$ cat config.mk
export PLATFORM = sky130hd
export DESIGN_NAME = led_matrix_scan
export DESIGN_NICKNAME = d
export VERILOG_FILES = /design/src/rtl/led_matrix_pkg.sv /design/src/rtl/led_scan_regfile.sv /design/src/rtl/led_matrix_scan.sv
export SDC_FILE = /design/constraint.sdc
export NUM_CORES = 1
export LEC_CHECK = 0
export CAP_MARGIN = 20
export CORE_ASPECT_RATIO = 2
export CORE_MARGIN = 5
export CORE_UTILIZATION = 25
export DETAILED_ROUTE_END_ITERATION = 8
export GPL_TIMING_DRIVEN = 0
export SYNTH_ARGS = -nofsm -noshare
export SYNTH_HDL_FRONTEND = slang
export SYNTH_SLANG_ARGS = --single-unit
$ cat constraint.sdc
create_clock -name clk -period 5.22 [get_ports clk]
set_clock_uncertainty 0.2 [all_clocks]
set_input_delay 1.305 -clock clk [delete_from_list [all_inputs] [get_ports clk]]
set_output_delay 1.305 -clock clk [all_outputs]
set_load 0.1 [all_outputs]
$ cat src/rtl/led_matrix_pkg.sv
// led_matrix_pkg
// Shared constants and helpers for the BADGE_V3 LED matrix scanner.
//   LED_ROWS / LED_COLS : physical matrix geometry (3 anode rows x 11 cathode columns)
//   LED_ADDR_W          : width of the brightness write address (row*COLS+col)
//   led_addr()          : pack (row, col) into a write address
//   cnt_w()             : counter width for a count of 0..max_count-1, never below 1
package led_matrix_pkg;

  localparam int LED_ROWS   = 3;
  localparam int LED_COLS   = 11;
  localparam int LED_ADDR_W = 6;

  function automatic logic [LED_ADDR_W-1:0] led_addr(input int unsigned row,
                                                     input int unsigned col);
    return LED_ADDR_W'(row * LED_COLS + col);
  endfunction

  // A terminal count of 0 still needs a 1-bit register to hold it.
  function automatic int cnt_w(input int unsigned max_count);
    return (max_count > 1) ? $clog2(max_count) : 1;
  endfunction

endpackage

$ cat src/rtl/led_scan_regfile.sv
// led_scan_regfile
// Per-LED PWM brightness store with one write port and one row-wide read port.
//   clk, reset : rising-edge clock, synchronous active-high reset (clears all entries)
//   wr_en      : single-cycle write strobe
//   wr_addr    : LED index row*COLS+col; indices >= ROWS*COLS are dropped silently
//   wr_data    : brightness value
//   rd_row     : row to read
//   rd_data    : COLS brightness values of rd_row, combinational
module led_scan_regfile
  import led_matrix_pkg::*;
#(
  parameter int ROWS     = LED_ROWS,
  parameter int COLS     = LED_COLS,
  parameter int PWM_BITS = 4,
  parameter int ROW_W    = cnt_w(ROWS)
) (
  input  logic                               clk,
  input  logic                               reset,
  input  logic                               wr_en,
  input  logic [LED_ADDR_W-1:0]              wr_addr,
  input  logic [PWM_BITS-1:0]                wr_data,
  input  logic [ROW_W-1:0]                   rd_row,
  output logic [COLS-1:0][PWM_BITS-1:0]      rd_data
);

  localparam int N = ROWS * COLS;

  logic [N-1:0][PWM_BITS-1:0]             mem_q;
  logic [ROWS-1:0][COLS-1:0][PWM_BITS-1:0] row_view;
  logic                                   wr_hit;

  // Range check done once here so the per-entry decode below is a plain compare.
  assign wr_hit = wr_en && (32'(wr_addr) < N);

  always_ff @(posedge clk) begin
    if (reset) begin
      mem_q <= '0;
    end else begin
      for (int i = 0; i < N; i++) begin
        if (wr_hit && (32'(wr_addr) == i)) mem_q[i] <= wr_data;
      end
    end
  end

  // Regroup the flat store by row so the read mux indexes with a row-sized select.
  for (genvar r = 0; r < ROWS; r++) begin : g_row
    for (genvar c = 0; c < COLS; c++) begin : g_col
      assign row_view[r][c] = mem_q[r*COLS + c];
    end
  end

  assign rd_data = row_view[rd_row];

endmodule

$ cat src/rtl/led_matrix_scan.sv
// led_matrix_scan
// Time-multiplexed PWM driver for the BADGE_V3 3x11 LED matrix. Each row is
// preceded by a blanking gap, then shown for (2^PWM_BITS-1) PWM steps of
// DWELL_CYCLES cycles each, using a shadow copy of that row's brightness.
//   clk, reset : rising-edge clock, synchronous active-high reset
//   wr_en      : brightness write strobe
//   wr_addr    : LED index row*COLS+col
//   wr_data    : brightness, 0 = off, all-ones = always on while the row is shown
//   ledc       : cathode column drive, 1 = lit, registered
//   leda       : anode row select, one-hot or zero, registered
//   row_sync   : one-cycle pulse in the first lit cycle of row 0 (frame start)
module led_matrix_scan
  import led_matrix_pkg::*;
#(
  parameter int ROWS         = LED_ROWS,
  parameter int COLS         = LED_COLS,
  parameter int PWM_BITS     = 4,
  parameter int DWELL_CYCLES = 64,
  parameter int BLANK_CYCLES = 16
) (
  input  logic                  clk,
  input  logic                  reset,
  input  logic                  wr_en,
  input  logic [LED_ADDR_W-1:0] wr_addr,
  input  logic [PWM_BITS-1:0]   wr_data,
  output logic [COLS-1:0]       ledc,
  output logic [ROWS-1:0]       leda,
  output logic                  row_sync
);

  localparam int STEPS = (1 << PWM_BITS) - 1;
  localparam int ROW_W = cnt_w(ROWS);
  localparam int DW_W  = cnt_w(DWELL_CYCLES);
  localparam int BL_W  = cnt_w(BLANK_CYCLES);

  localparam logic ST_BLANK = 1'b0;
  localparam logic ST_ON    = 1'b1;

  localparam logic [ROW_W-1:0]    ROW_LAST  = ROW_W'(ROWS - 1);
  localparam logic [DW_W-1:0]     DW_LAST   = DW_W'(DWELL_CYCLES - 1);
  localparam logic [BL_W-1:0]     BL_LAST   = BL_W'(BLANK_CYCLES - 1);
  localparam logic [PWM_BITS-1:0] STEP_LAST = PWM_BITS'(STEPS - 1);
  localparam logic [ROWS-1:0]     ROW0_SEL  = ROWS'(1);

  logic                          state_q,     state_d;
  logic [ROW_W-1:0]              row_q,       row_d;
  logic [BL_W-1:0]               blank_cnt_q, blank_cnt_d;
  logic [DW_W-1:0]               dwell_cnt_q, dwell_cnt_d;
  logic [PWM_BITS-1:0]           step_q,      step_d;
  logic [COLS-1:0][PWM_BITS-1:0] shadow_q,    shadow_d;
  logic [COLS-1:0]               ledc_q,      ledc_d;
  logic [ROWS-1:0]               leda_q,      leda_d;
  logic                          row_sync_q,  row_sync_d;

  logic [COLS-1:0][PWM_BITS-1:0] row_vals;

  led_scan_regfile #(
    .ROWS     (ROWS),
    .COLS     (COLS),
    .PWM_BITS (PWM_BITS),
    .ROW_W    (ROW_W)
  ) u_regfile (
    .clk     (clk),
    .reset   (reset),
    .wr_en   (wr_en),
    .wr_addr (wr_addr),
    .wr_data (wr_data),
    .rd_row  (row_q),
    .rd_data (row_vals)
  );

  // Scan sequencing. Counters are cleared on entry to the state that uses them
  // and only ever compared for equality against their terminal value.
  always_comb begin
    state_d     = state_q;
    row_d       = row_q;
    blank_cnt_d = blank_cnt_q;
    dwell_cnt_d = dwell_cnt_q;
    step_d      = step_q;
    shadow_d    = shadow_q;
    row_sync_d  = 1'b0;

    case (state_q)
      ST_BLANK: begin
        if (blank_cnt_q == BL_LAST) begin
          // Snapshot the row here so writes during ON never tear the PWM pattern.
          // A write landing on this same edge is not seen until the next scan.
          state_d     = ST_ON;
          shadow_d    = row_vals;
          step_d      = '0;
          dwell_cnt_d = '0;
          row_sync_d  = (row_q == '0);
        end else begin
          blank_cnt_d = blank_cnt_q + BL_W'(1);
        end
      end
      default: begin // ST_ON
        if (dwell_cnt_q == DW_LAST) begin
          dwell_cnt_d = '0;
          if (step_q == STEP_LAST) begin
            state_d     = ST_BLANK;
            blank_cnt_d = '0;
            row_d       = (row_q == ROW_LAST) ? '0 : row_q + ROW_W'(1);
          end else begin
            step_d = step_q + PWM_BITS'(1);
          end
        end else begin
          dwell_cnt_d = dwell_cnt_q + DW_W'(1);
        end
      end
    endcase
  end

  // Pin drive is computed from the next state so the registered outputs line
  // up cycle-for-cycle with the state they describe.
  always_comb begin
    leda_d = '0;
    ledc_d = '0;
    if (state_d == ST_ON) begin
      leda_d = ROW0_SEL << row_d;
      for (int c = 0; c < COLS; c++) begin
        ledc_d[c] = (step_d < shadow_d[c]);
      end
    end
  end

  always_ff @(posedge clk) begin
    if (reset) begin
      state_q     <= ST_BLANK;
      row_q       <= '0;
      blank_cnt_q <= '0;
      dwell_cnt_q <= '0;
      step_q      <= '0;
      shadow_q    <= '0;
      ledc_q      <= '0;
      leda_q      <= '0;
      row_sync_q  <= 1'b0;
    end else begin
      state_q     <= state_d;
      row_q       <= row_d;
      blank_cnt_q <= blank_cnt_d;
      dwell_cnt_q <= dwell_cnt_d;
      step_q      <= step_d;
      shadow_q    <= shadow_d;
      ledc_q      <= ledc_d;
      leda_q      <= leda_d;
      row_sync_q  <= row_sync_d;
    end
  end

  assign ledc     = ledc_q;
  assign leda     = leda_q;
  assign row_sync = row_sync_q;

endmodule

==> metrics.md, run 1 <==
| Metric | Value |
|---|---|
| Highest fanout seen on the critical path | `1` |
| CP bufs+invs | `1` |
| Result of the run | `finished, final reports clean` |
| Largest delay contributor family on the critical path | `buffers and inverters` |
| CTS clk-pin slew, worst paths | `0.07 ns` |
| Antenna cells | `0` |
| Top cells by area in the synthesized netlist | `sky130_fd_sc_hd__dfxtp_1 (45%), sky130_fd_sc_hd__mux2i_1 (11%), sky130_fd_sc_hd__nor2_1 (5.4%)` |
| Element type at the critical path start | `register` |
| Total wire length after detailed routing | `33.05 mm` |
| Count of final hold-check violations | `0` |
| WL/cell | `20.88 um` |
| Cell area after technology mapping | `9349 um^2` |
| H-Tree Level Count | `1` |
| FMAX | `288.1 MHz` |
| Commonest cells in the netlist | `sky130_fd_sc_hd__dfxtp_1 (208), sky130_fd_sc_hd__nor2_1 (135), sky130_fd_sc_hd__nand2_1 (124)` |
| Largest net degree at the start of global routing | `17` |
| Number of synthesized register bits | `208` |
| Critical-path cell list | `clkdlybuf4s50_1` |
| Worst hold-check slack | `0.2611 ns` |
| CP endpoint kind | `primary output` |
| Reg2reg end | `ledc[6]$_SDFF_PP0_` |
| Proportion of netlist area held by the largest area contributor | `0.4454` |
| Type of the most critical hold path | `reg2reg` |
| Slew at the pin closest to its max-slew limit | `1.004 ns` |
| Global Route Usage Sum | `0.1541` |
| CP Data Arrival Time | `1.97 ns` |
| Share of post-route cells with drive strength above 1 | `0.07562` |
| Startpoint of the lowest-slack register-to-register path | `blank_cnt_q[0]$_SDFFE_PP0P_` |
| Number of setup violations in the final report | `0` |
| Peak ir drop on the vdd network | `244.4 uV` |
| Die Footprint | `41600 um^2` |
| Count of pins over their slew limit | `0` |
| Area taken by multi-input logic gates | `4760 um^2` |
| Fraction of registers with async set or reset after synthesis | `0` |
| Starting utilization of the core area | `0.2516` |
| # fillers | `3865` |
| Die extent in y | `283.5 um` |
| RSZ-0062 raised after global routing | `false` |
| Power per standard cell area | `295.2 nW/um^2` |
| Unique cell type count in the Yosys netlist | `51` |
| Normalized max-slew margin | `0.3284` |
| Number of resized instances in the post-cts repair step | `0` |
| Sequential cell area in the final layout | `4164 um^2` |
| Longest Clk Path Bufs | `3` |
| Antenna viol nets, final | `0` |
| Biggest area consumer among synthesized cells | `sky130_fd_sc_hd__dfxtp_1` |
| Critical path required time | `3.71 ns` |
| Via Count | `7962` |
| 1st-pass router iterations | `5` |
| Synth warnings | `0` |
| Slowest stage delay, CP | `1.14 ns` |
| CTS Root Buffer Type | `sky130_fd_sc_hd__clkbuf_16` |
| Post-synth EDFFs | `0` |
| Via count normalized by instance count | `5.030` |
| Drt initial violations | `532` |
| Synthesized netlist cell count | `1068` |
| Period utilization | `0.6650` |
| Syn Nets | `1118` |
| Number of antenna violations at the first check in global routing | `0` |
| Worst Setup Path Type | `reg2out` |
| Buffers inserted during post-CTS setup optimization | `0` |
| Horizontal extent of the die | `146.7 um` |
| Most numerous cell in the Yosys netlist | `sky130_fd_sc_hd__dfxtp_1` |
| Hold Path Cell Cnt | `2` |
| Time the worst path needs with I/O delays and setup | `3.471 ns` |
| Floorplan Core Area | `37160 um^2` |
| Clock latency reported for the late side of the worst-skew pair | `0.50 ns` |
| Final weighted congestion of routability-driven global placement | `0.9203` |
| Number of ports placed on the die boundary | `28` |
| Reg2reg setup slack | `2.07 ns` |
| Number of buffers inserted for hold repair after clock tree synthesis | `0` |
| Max Cap Violations | `0` |
| Global route overflow | `0` |
| Inserted Clock Buffers | `19` |
| Hold Path End | `u_regfile.mem_q[67]$_SDFFE_PP0P_` |
| Register area share after synthesis | `0.4454` |
| Number of design rule violations left after detail routing | `0` |
| Count of input and output buffers | `20` |
| Total number of placement rows | `100` |
| CTS tree | `built` |
| Post-synthesis to final-layout area growth | `15.47%` |
| Average footprint of a synthesized cell | `8.754 um^2` |
| Number of global-route vias before repair | `8088` |
| Share of the core filled with cells in the final layout | `0.2905` |
| Post-layout nets | `1162` |
| LEAKAGE | `3.781 nW` |
| Setup_tns | `0 ns` |
| Cell area after layout | `10800 um^2` |
| DP Area | `10170 um^2` |
| First-pass GRT wire length | `48.82 mm` |
| Hold path start | `u_regfile.mem_q[67]$_SDFFE_PP0P_` |
| Most used flip-flop cell after synthesis | `sky130_fd_sc_hd__dfxtp_1` |
| Number of cells traversed by the worst register-to-register path | `10` |
| Post-DP HPWL | `26.10 mm` |
| Master of the slowest instance on the critical path | `sky130_fd_sc_hd__clkdlybuf4s50_1` |
| Clock tree sinks | `208` |
-- area by class of cell --
class / count / area share
Multi-Input combinational cell: 763 / 0.4409
Sequential cell: 208 / 0.3857
Tap cell: 459 / 0.05320
Clock buffer: 25 / 0.04891
Buffer: 93 / 0.03929
Timing Repair Buffer: 23 / 0.02167
Clock inverter: 8 / 0.008924
Inverter: 4 / 0.001391
-- power breakdown --
part	leakage [nW]	internal (W)	total (W)	switching (W)
logic	1.80	0.0000272	0.000139	0.000112
clock network	0.307	0.000816	0.00145	0.000636
registers	1.68	0.00159	0.00160	0.00000464
total	3.78	0.00243	0.00319	0.000753
-- layout by cell type, fill, tap and decap left out, types with 12 or more instances in the layout --
cell,n
sky130_fd_sc_hd__dfxtp_1,208
sky130_fd_sc_hd__nor2_1,135
sky130_fd_sc_hd__nand2_1,124
sky130_fd_sc_hd__mux2i_1,105
sky130_fd_sc_hd__a21oi_1,94
sky130_fd_sc_hd__o21ai_0,74
sky130_fd_sc_hd__clkbuf_1,59
sky130_fd_sc_hd__nand3_1,42
sky130_fd_sc_hd__ha_1,37
sky130_fd_sc_hd__o211ai_1,33
sky130_fd_sc_hd__buf_2,23
sky130_fd_sc_hd__clkdlybuf4s50_1,20
sky130_fd_sc_hd__clkbuf_16,19
sky130_fd_sc_hd__and3b_1,12
sky130_fd_sc_hd__o22ai_1,12
-- cell families (layout without fill, tap and decap cells) --
family,Yosys count,count (layout),share of synthesized area
simple gates,366,366,0.1817
buf+inv,97,153,0.04697
mux,106,106,0.1135
fa+ha+maj,37,37,0.04952
compound gates,254,254,0.1629
flops,208,208,0.4454
-- worst register-to-register path: stages, from the launching register on --
cell and delay [ns]:
sky130_fd_sc_hd__dfxtp_1 0.35, sky130_fd_sc_hd__ha_1 0.26, sky130_fd_sc_hd__nand4b_1 0.40, sky130_fd_sc_hd__buf_2 0.41, sky130_fd_sc_hd__nand2_1 0.12, sky130_fd_sc_hd__mux2i_2 0.43
sky130_fd_sc_hd__buf_6 0.23, sky130_fd_sc_hd__ha_1 0.25, sky130_fd_sc_hd__o211a_1 0.22, sky130_fd_sc_hd__o31ai_1 0.06, sky130_fd_sc_hd__and3b_1 0.18
-- how the worst max path moves through the flow --
stage | from | end | slack (ns) | depth (start not counted)
finish | ledc[8]$_SDFF_PP0_ | ledc[8] | 1.75 | 1
global route | wr_en | u_regfile.mem_q[60]$_SDFFE_PP0P_ | 1.67 | 6
CTS | ledc[5]$_SDFF_PP0_ | ledc[5] | 1.72 | 1
detailed placement | wr_en | u_regfile.mem_q[45]$_SDFFE_PP0P_ | 1.41 | 6
global placement | blank_cnt_q[0]$_SDFFE_PP0P_ | ledc[2]$_SDFF_PP0_ | 0.84 | 10
floorplan | blank_cnt_q[0]$_SDFFE_PP0P_ | ledc[2]$_SDFF_PP0_ | 2.27 | 10
-- metal layers --
metal / part of all wire / vias to the layer above / track usage / wire (um)
met5: 0 / - / 0 / 0
met4: 0.11 / 0 / 0.1446 / 3631
met3: 0.039 / 148 / 0.01774 / 1287
met2: 0.54 / 274 / 0.2980 / 17830
met1: 0.31 / 3721 / 0.1320 / 10300
li1: - / 3819 / - / -
-- registers in the layout, indices dropped and copies added (netlist names) --
signal           count
dwell_cnt_q          6
leda                 3
u_regfile.mem_q    132
step_q               4
blank_cnt_q          4
ledc                11
row_q                2
state_q              1
shadow_q            44
row_sync             1
-- per-stage QoR --
stage          setup WS, ns  instances  power (W)
3_3_place_gp         0.8444       1547   0.001767
5_1_grt               1.671       1583   0.003270
6_report              1.749       1583   0.003187
3_5_place_dp          1.411       1550   0.001770
2_1_floorplan         2.272       1068   0.001704
4_1_cts               1.715       1583   0.003203
Power figures use the tool's default switching activity.
==> inputs of run 2 (changes only) <==
- clock period: 5.22 -> 3.2 ns (I/O delays scaled with it)
==> run 2 against run 1 <==
Against the previous run:
- die area did not move
- critical path depth rose by 7
- first-iteration DRC count fell by 0.38%
- count of clock-buffer cells in the layout did not move
- sequential cell count did not move
- clock power rose by 63%
==> metrics.md, run 2 (synthesis gave the netlist of run 1 again) <==
| Metric | Value |
|---|---|
| Result of the run | `finished, final reports clean` |
| Antenna cells | `0 (unchanged)` |
| Master of the slowest instance on the critical path | `sky130_fd_sc_hd__clkbuf_1` |
| Horizontal extent of the die | `146.7 um (unchanged)` |
| Final weighted congestion of routability-driven global placement | `0.9203 (unchanged)` |
| Clock latency reported for the late side of the worst-skew pair | `0.50 ns (about the same)` |
| Placed insts | `1550 (unchanged)` |
| Number of flip-flops in the largest register | `132 (unchanged)` |
| CTS clk-pin slew, worst paths | `0.07 ns (about the same)` |
| Area taken by multi-input logic gates | `4773 um^2 (+0.29%)` |
| Max Cap Violations | `0 (unchanged)` |
| Power per standard cell area | `480.4 nW/um^2 (+63%)` |
| Number of ports placed on the die boundary | `28 (unchanged)` |
| Number of cells in the finished layout apart from fillers | `1584 (+0.063%)` |
| H-Tree Level Count | `1 (unchanged)` |
| Count of pins over their slew limit | `0 (unchanged)` |
| Via Count | `7972 (+0.13%)` |
| Total number of placement rows | `100 (unchanged)` |
| CTS tree | `built` |
| Worst Setup Path Type | `reg2reg` |
| Slowest stage delay, CP | `0.64 ns (-0.50 ns)` |
| Time the worst path needs with I/O delays and setup | `3.058 ns` |
| Inserted Clock Buffers | `19 (unchanged)` |
| Number of antenna violations at the first check in global routing | `0 (unchanged)` |
| Number of design rule violations left after detail routing | `0 (unchanged)` |
| Critical-path cell list | `clkbuf_1 > buf_1 > o211ai_1 > o21ai_0 > ha_1 > o211a_1 > o31ai_1 > and3b_1` |
| Peak ir drop on the vdd network | `394.1 uV (+61%)` |
| Sequential cell area in the final layout | `4164 um^2 (unchanged)` |
| Antenna viol nets, final | `0 (unchanged)` |
| Highest fanout seen on the critical path | `10 (+9)` |
| CP endpoint kind | `register` |
| Type of the most critical hold path | `reg2reg` |
| Normalized max-slew margin | `0.3284 (unchanged)` |
| Period utilization | `0.9557` |
| # fillers | `3859 (-0.16%)` |
| Die Footprint | `41600 um^2 (unchanged)` |
| Global route overflow | `0 (unchanged)` |
| WL/cell | `20.87 um (about the same)` |
| Post-synthesis to final-layout area growth | `15.83%` |
| Most common cell after layout, fill and taps aside | `sky130_fd_sc_hd__dfxtp_1` |
| Share of the core filled with cells in the final layout | `0.2914 (+0.0009090)` |
| Post-DP HPWL | `26.10 mm (unchanged)` |
| Die extent in y | `283.5 um (unchanged)` |
| Post-layout nets | `1163 (+0.086%)` |
| Element type at the critical path start | `register` |
| Top register by number of flip-flops | `u_regfile.mem_q` |
| RSZ-0062 raised after global routing | `false` |
| Via count normalized by instance count | `5.033 (about the same)` |
| Number of buffers inserted for hold repair after clock tree synthesis | `0 (unchanged)` |
| Commonest cells after routing, fill and taps aside | `sky130_fd_sc_hd__dfxtp_1 (208), sky130_fd_sc_hd__nor2_1 (135), sky130_fd_sc_hd__nand2_1 (124), sky130_fd_sc_hd__mux2i_1 (105), sky130_fd_sc_hd__a21oi_1 (94)` |
| CP Data Arrival Time | `3.29 ns (+1.32 ns)` |
| CTS Root Buffer Type | `sky130_fd_sc_hd__clkbuf_16` |
| Count of final hold-check violations | `0 (unchanged)` |
| Total wire length after detailed routing | `33.05 mm (about the same)` |
| Global Route Usage Sum | `0.1541 (unchanged)` |
| FMAX | `327.0 MHz` |
| Share of post-route cells with drive strength above 1 | `0.07822 (+0.002599)` |
| Clock tree sinks | `208 (unchanged)` |
| Drt initial violations | `530 (-0.38%)` |
| Critical path required time | `3.43 ns (-0.28 ns)` |
| Slew at the pin closest to its max-slew limit | `1.004 ns (unchanged)` |
| First-pass GRT wire length | `48.82 mm (unchanged)` |
| Longest Clk Path Bufs | `3 (unchanged)` |
| 1st-pass router iterations | `5 (unchanged)` |
| Number of setup violations in the final report | `0 (unchanged)` |
| Starting utilization of the core area | `0.2516 (unchanged)` |
| LEAKAGE | `3.789 nW (+0.20%)` |
| CP bufs+invs | `2 (+1)` |
| Floorplan Core Area | `37160 um^2 (unchanged)` |
| Number of global-route vias before repair | `8088 (unchanged)` |
| Largest net degree at the start of global routing | `17 (unchanged)` |
| Largest delay contributor family on the critical path | `buffers and inverters` |
| Count of input and output buffers | `20 (unchanged)` |
-- run 2: changes by cell type in the layout (fill, tap and decap cells not counted), sizes merged --
cell    before  now
clkbuf      82   86
buf         39   36
-- run 2: area by class of cell --
type,instances,area share
Tap cell,459,0.05303
Buffer,93,0.04032
Timing Repair Buffer,24,0.02230
Sequential cell,208,0.3845
Inverter,4,0.001386
Multi-Input combinational cell,763,0.4408
Clock buffer,25,0.04876
Clock inverter,8,0.008897
-- run 2: timing repair --
item	CTS	global route
buffers inserted	0	1
endpoints found under the setup margin	0	11
gates resized for setup	0	10
-- run 2: power by group --
group | internal [W] | switching (W) | total (W)
Clock | 0.00133 | 0.00104 | 0.00237
Sequential | 0.00260 | 0.00000745 | 0.00260
Combinational | 0.0000444 | 0.000182 | 0.000226
-- run 2: tightest hold or removal path: stages (launching register included) --
cell                      delay, ns
sky130_fd_sc_hd__dfxtp_1       0.31
sky130_fd_sc_hd__nand2_1       0.05
sky130_fd_sc_hd__a21oi_1       0.05
-- run 2: per-layer routing --
layer / global-route usage / routed length, um / vias up
li1: - / - / 3821
met1: 0.1320 / 10220 / 3695
met2: 0.2980 / 17760 / 305
met3: 0.01774 / 1384 / 151
met4: 0.1446 / 3689 / 0
met5: 0 / 0 / -
-- run 2: final timing paths --
check | startpoint | endpoint | slack (ns) | cells past startpoint
min | u_regfile.mem_q[67]$_SDFFE_PP0P_ | u_regfile.mem_q[67]$_SDFFE_PP0P_ | 0.26 | 2
max reg2reg | row_q[0]$_SDFF_PP0_ | ledc[2]$_SDFF_PP0_ | 0.14 | 8
min reg2reg | u_regfile.mem_q[67]$_SDFFE_PP0P_ | u_regfile.mem_q[67]$_SDFFE_PP0P_ | 0.26 | 2
max | row_q[0]$_SDFF_PP0_ | ledc[2]$_SDFF_PP0_ | 0.14 | 8
-- run 2: through the flow --
stage / worst slack [ns] / TNS [ns] / hold WS (ns) / total power [W] / instance area (um^2)
2_1_floorplan: 0.2520 / 0 / 0.2357 / 0.002779 / 9349
3_3_place_gp: -1.176 / -12.67 / 0.2457 / 0.002883 / 10120
3_5_place_dp: -0.1036 / -0.6941 / 0.2501 / 0.002887 / 10170
4_1_cts: 0.05846 / 0 / 0.2596 / 0.005224 / 10800
5_1_grt: 0.001591 / 0 / 0.2758 / 0.005334 / 10830
6_report: 0.1418 / 0 / 0.2615 / 0.005203 / 10830
==> inputs of run 3 (changes only) <==
- ABC_CLOCK_PERIOD_IN_PS: default -> 3200
- CAP_MARGIN: 20 -> default
==> run 3 against run 2 <==
Against the previous run:
- core utilization fell by 0.12 points
- critical endpoint unchanged
- sequential share of layout area rose by 0.17 points
- register-to-register slack improved by 0.03 ns
- total power fell by 1.9%
- count of clock-buffer cells in the layout rose by 1
- critical path depth rose by 4
- hold slack got worse by 0.0021 ns
- cell area fell by 0.43%
- setup slack improved by 0.026 ns
- critical path type unchanged
==> metrics.md, run 3 (synthesis gave the netlist of run 1 again) <==
| Metric | Value |
|---|---|
| Drt initial violations | `632 (+19%)` |
| Share of post-route cells with drive strength above 1 | `0.07391 (-0.004313)` |
| Top register by number of flip-flops | `u_regfile.mem_q` |
| Longest Clk Path Bufs | `3 (unchanged)` |
| Normalized max-slew margin | `0.3286 (about the same)` |
| Antenna cells | `0 (unchanged)` |
| Master of the slowest instance on the critical path | `sky130_fd_sc_hd__clkbuf_1` |
| Most common cell after layout, fill and taps aside | `sky130_fd_sc_hd__dfxtp_1` |
| H-Tree Level Count | `1 (unchanged)` |
| Total wire length after detailed routing | `32.82 mm (-0.70%)` |
| Global-route track usage on met3 | `0.01630 (-0.001438)` |
| Global route overflow | `0 (unchanged)` |
| Die Footprint | `41600 um^2 (unchanged)` |
| Total number of placement rows | `100 (unchanged)` |
| Commonest cells after routing, fill and taps aside | `sky130_fd_sc_hd__dfxtp_1 (208), sky130_fd_sc_hd__nor2_1 (135), sky130_fd_sc_hd__nand2_1 (124), sky130_fd_sc_hd__mux2i_1 (105), sky130_fd_sc_hd__a21oi_1 (94)` |
| CP bufs+invs | `4 (+2)` |
| Highest fanout seen on the critical path | `10 (unchanged)` |
| Via Count | `8002 (+0.38%)` |
| Sum of internal, switching and leakage power | `0.005106 W (-1.9%)` |
| Post-layout nets | `1162 (-0.086%)` |
| Number of design rule violations left after detail routing | `0 (unchanged)` |
| Post-DP HPWL | `26.08 mm (about the same)` |
| Slew at the pin closest to its max-slew limit | `1.004 ns (-0.0003934 ns)` |
| Global-route layer with the greatest usage | `met2` |
| Largest delay contributor family on the critical path | `buffers and inverters` |
| Slowest stage delay, CP | `0.59 ns (-0.05 ns)` |
| Post-synthesis to final-layout area growth | `15.34%` |
| Number of ports placed on the die boundary | `28 (unchanged)` |
| 1st-pass router iterations | `6 (+1)` |
| Critical path required time | `3.43 ns (about the same)` |
| Count of final hold-check violations | `0 (unchanged)` |
| Number of cells traversed by the worst register-to-register path | `12 (+4)` |
| Setup_tns | `0 ns (unchanged)` |
| CTS tree | `built` |
| Antenna viol nets, final | `0 (unchanged)` |
| Count of pins over their slew limit | `0 (unchanged)` |
| CTS Root Buffer Type | `sky130_fd_sc_hd__clkbuf_16` |
| CTS clk-pin slew, worst paths | `0.07 ns (about the same)` |
| Critical-path cell list | `buf_2 > nor2b_1 > buf_4 > buf_6 > clkbuf_1 > nand2_1 > o211ai_1 > o21ai_0 > ha_1 > o211a_1 > o31ai_1 > and3b_1` |
| Area taken by multi-input logic gates | `4773 um^2 (unchanged)` |
| Global Route Usage Sum | `0.1531 (-0.001017)` |
| First-pass GRT wire length | `48.47 mm (-0.74%)` |
| Met2 global-route usage | `0.3019 (+0.003927)` |
| Peak ir drop on the vdd network | `313.7 uV (-20%)` |
| WL/cell | `20.75 um (-0.58%)` |
| Number of global-route vias before repair | `8047 (-0.51%)` |
| Count of input and output buffers | `20 (unchanged)` |
| Via count normalized by instance count | `5.058 (+0.50%)` |
| FMAX | `329.8 MHz (+0.86%)` |
| CP endpoint kind | `register` |
| Final weighted congestion of routability-driven global placement | `0.9203 (unchanged)` |
| Clock tree sinks | `208 (unchanged)` |
| Horizontal extent of the die | `146.7 um (unchanged)` |
| Starting utilization of the core area | `0.2516 (unchanged)` |
| RSZ-0062 raised after global routing | `false` |
| Number of antenna violations at the first check in global routing | `0 (unchanged)` |
| Largest net degree at the start of global routing | `17 (unchanged)` |
| Worst Setup Path Type | `reg2reg` |
| Die extent in y | `283.5 um (unchanged)` |
| Sequential cell area in the final layout | `4164 um^2 (unchanged)` |
| Number of setup violations in the final report | `0 (unchanged)` |
| Stages on worst setup path | `12 (+4)` |
| Number of buffers inserted for hold repair after clock tree synthesis | `0 (unchanged)` |
| Max Cap Violations | `0 (unchanged)` |
| Type of the most critical hold path | `reg2reg` |
| Result of the run | `finished, final reports clean` |
| Floorplan Core Area | `37160 um^2 (unchanged)` |
| Hold Path Cell Cnt | `2 (unchanged)` |
| Inserted Clock Buffers | `18 (-1)` |
| Fraction of met1 tracks used by global routing | `0.1289 (-0.003117)` |
| Period utilization | `0.9475 (-0.008179)` |
| Clock latency reported for the late side of the worst-skew pair | `0.51 ns (about the same)` |
| Number of flip-flops in the largest register | `132 (unchanged)` |
| # fillers | `3867 (+0.21%)` |
| Time the worst path needs with I/O delays and setup | `3.032 ns (-0.02617 ns)` |
| Element type at the critical path start | `register` |
| CP Data Arrival Time | `3.26 ns (-0.03 ns)` |
| LEAKAGE | `3.768 nW (-0.55%)` |
| Power per standard cell area | `473.6 nW/um^2 (-1.4%)` |
run 3: final timing paths:
kind,start,end,slack [ns]
max reg2reg,row_q[1]$_SDFF_PP0_,ledc[2]$_SDFF_PP0_,0.17
min reg2reg,u_regfile.mem_q[8]$_SDFFE_PP0P_,u_regfile.mem_q[8]$_SDFFE_PP0P_,0.26
max,row_q[1]$_SDFF_PP0_,ledc[2]$_SDFF_PP0_,0.17
min,u_regfile.mem_q[8]$_SDFFE_PP0P_,u_regfile.mem_q[8]$_SDFFE_PP0P_,0.26
run 3: final cells by class:
| type | count | share of cell area |
|---|---|---|
| Buffer | 93 | 0.04061 |
| Clock buffer | 26 | 0.04653 |
| Clock inverter | 5 | 0.006962 |
| Inverter | 4 | 0.001392 |
| Multi-Input combinational cell | 763 | 0.4427 |
| Sequential cell | 208 | 0.3862 |
| Tap cell | 459 | 0.05326 |
| Timing Repair Buffer | 24 | 0.02240 |
run 3: stage by stage:
step	worst slack [ns]	instances	utilization	instance area (um^2)	hold slack [ns]
after detailed placement	-0.1038	1550	0.2737	10170	0.2487
final	0.1680	1582	0.2902	10780	0.2594
after CTS	0.06578	1581	0.2892	10750	0.2579
after floorplan	0.2520	1068	-	9349	0.2357
after global routing	0.01167	1582	0.2902	10780	0.2754
after global placement	-1.176	1547	0.2724	10120	0.2457
run 3: repair_timing:
| item | in CTS | in global routing |
|---|---|---|
| setup endpoints to repair | 0 | 11 |
| setup buffers | 0 | 1 |
| resized for setup | 0 | 13 |
run 3: report_power, final:
part / total, W / switching [W] / leakage, nW / internal, W
clock: 0.00228 / 0.00102 / 0.282 / 0.00126
sequential: 0.00260 / 0.00000759 / 1.68 / 0.00260
combinational: 0.000226 / 0.000182 / 1.81 / 0.0000445
total: 0.00511 / 0.00121 / 3.77 / 0.00390
run 3: tightest hold or removal path, delay by kind of cell, from the launching register on:
family / cells / cell delay (ns)
flip-flops: 1 / 0.31
AND/OR/NAND/NOR: 1 / 0.05
AO/OA/AOI/OAI: 1 / 0.05
run 3: layer usage:
| metal | part of all wire | up-vias |
|---|---|---|
| met1 | 0.31 | 3772 |
| met2 | 0.55 | 254 |
| li1 | - | 3820 |
| met5 | 0 | - |
| met3 | 0.034 | 156 |
| met4 | 0.11 | 0 |
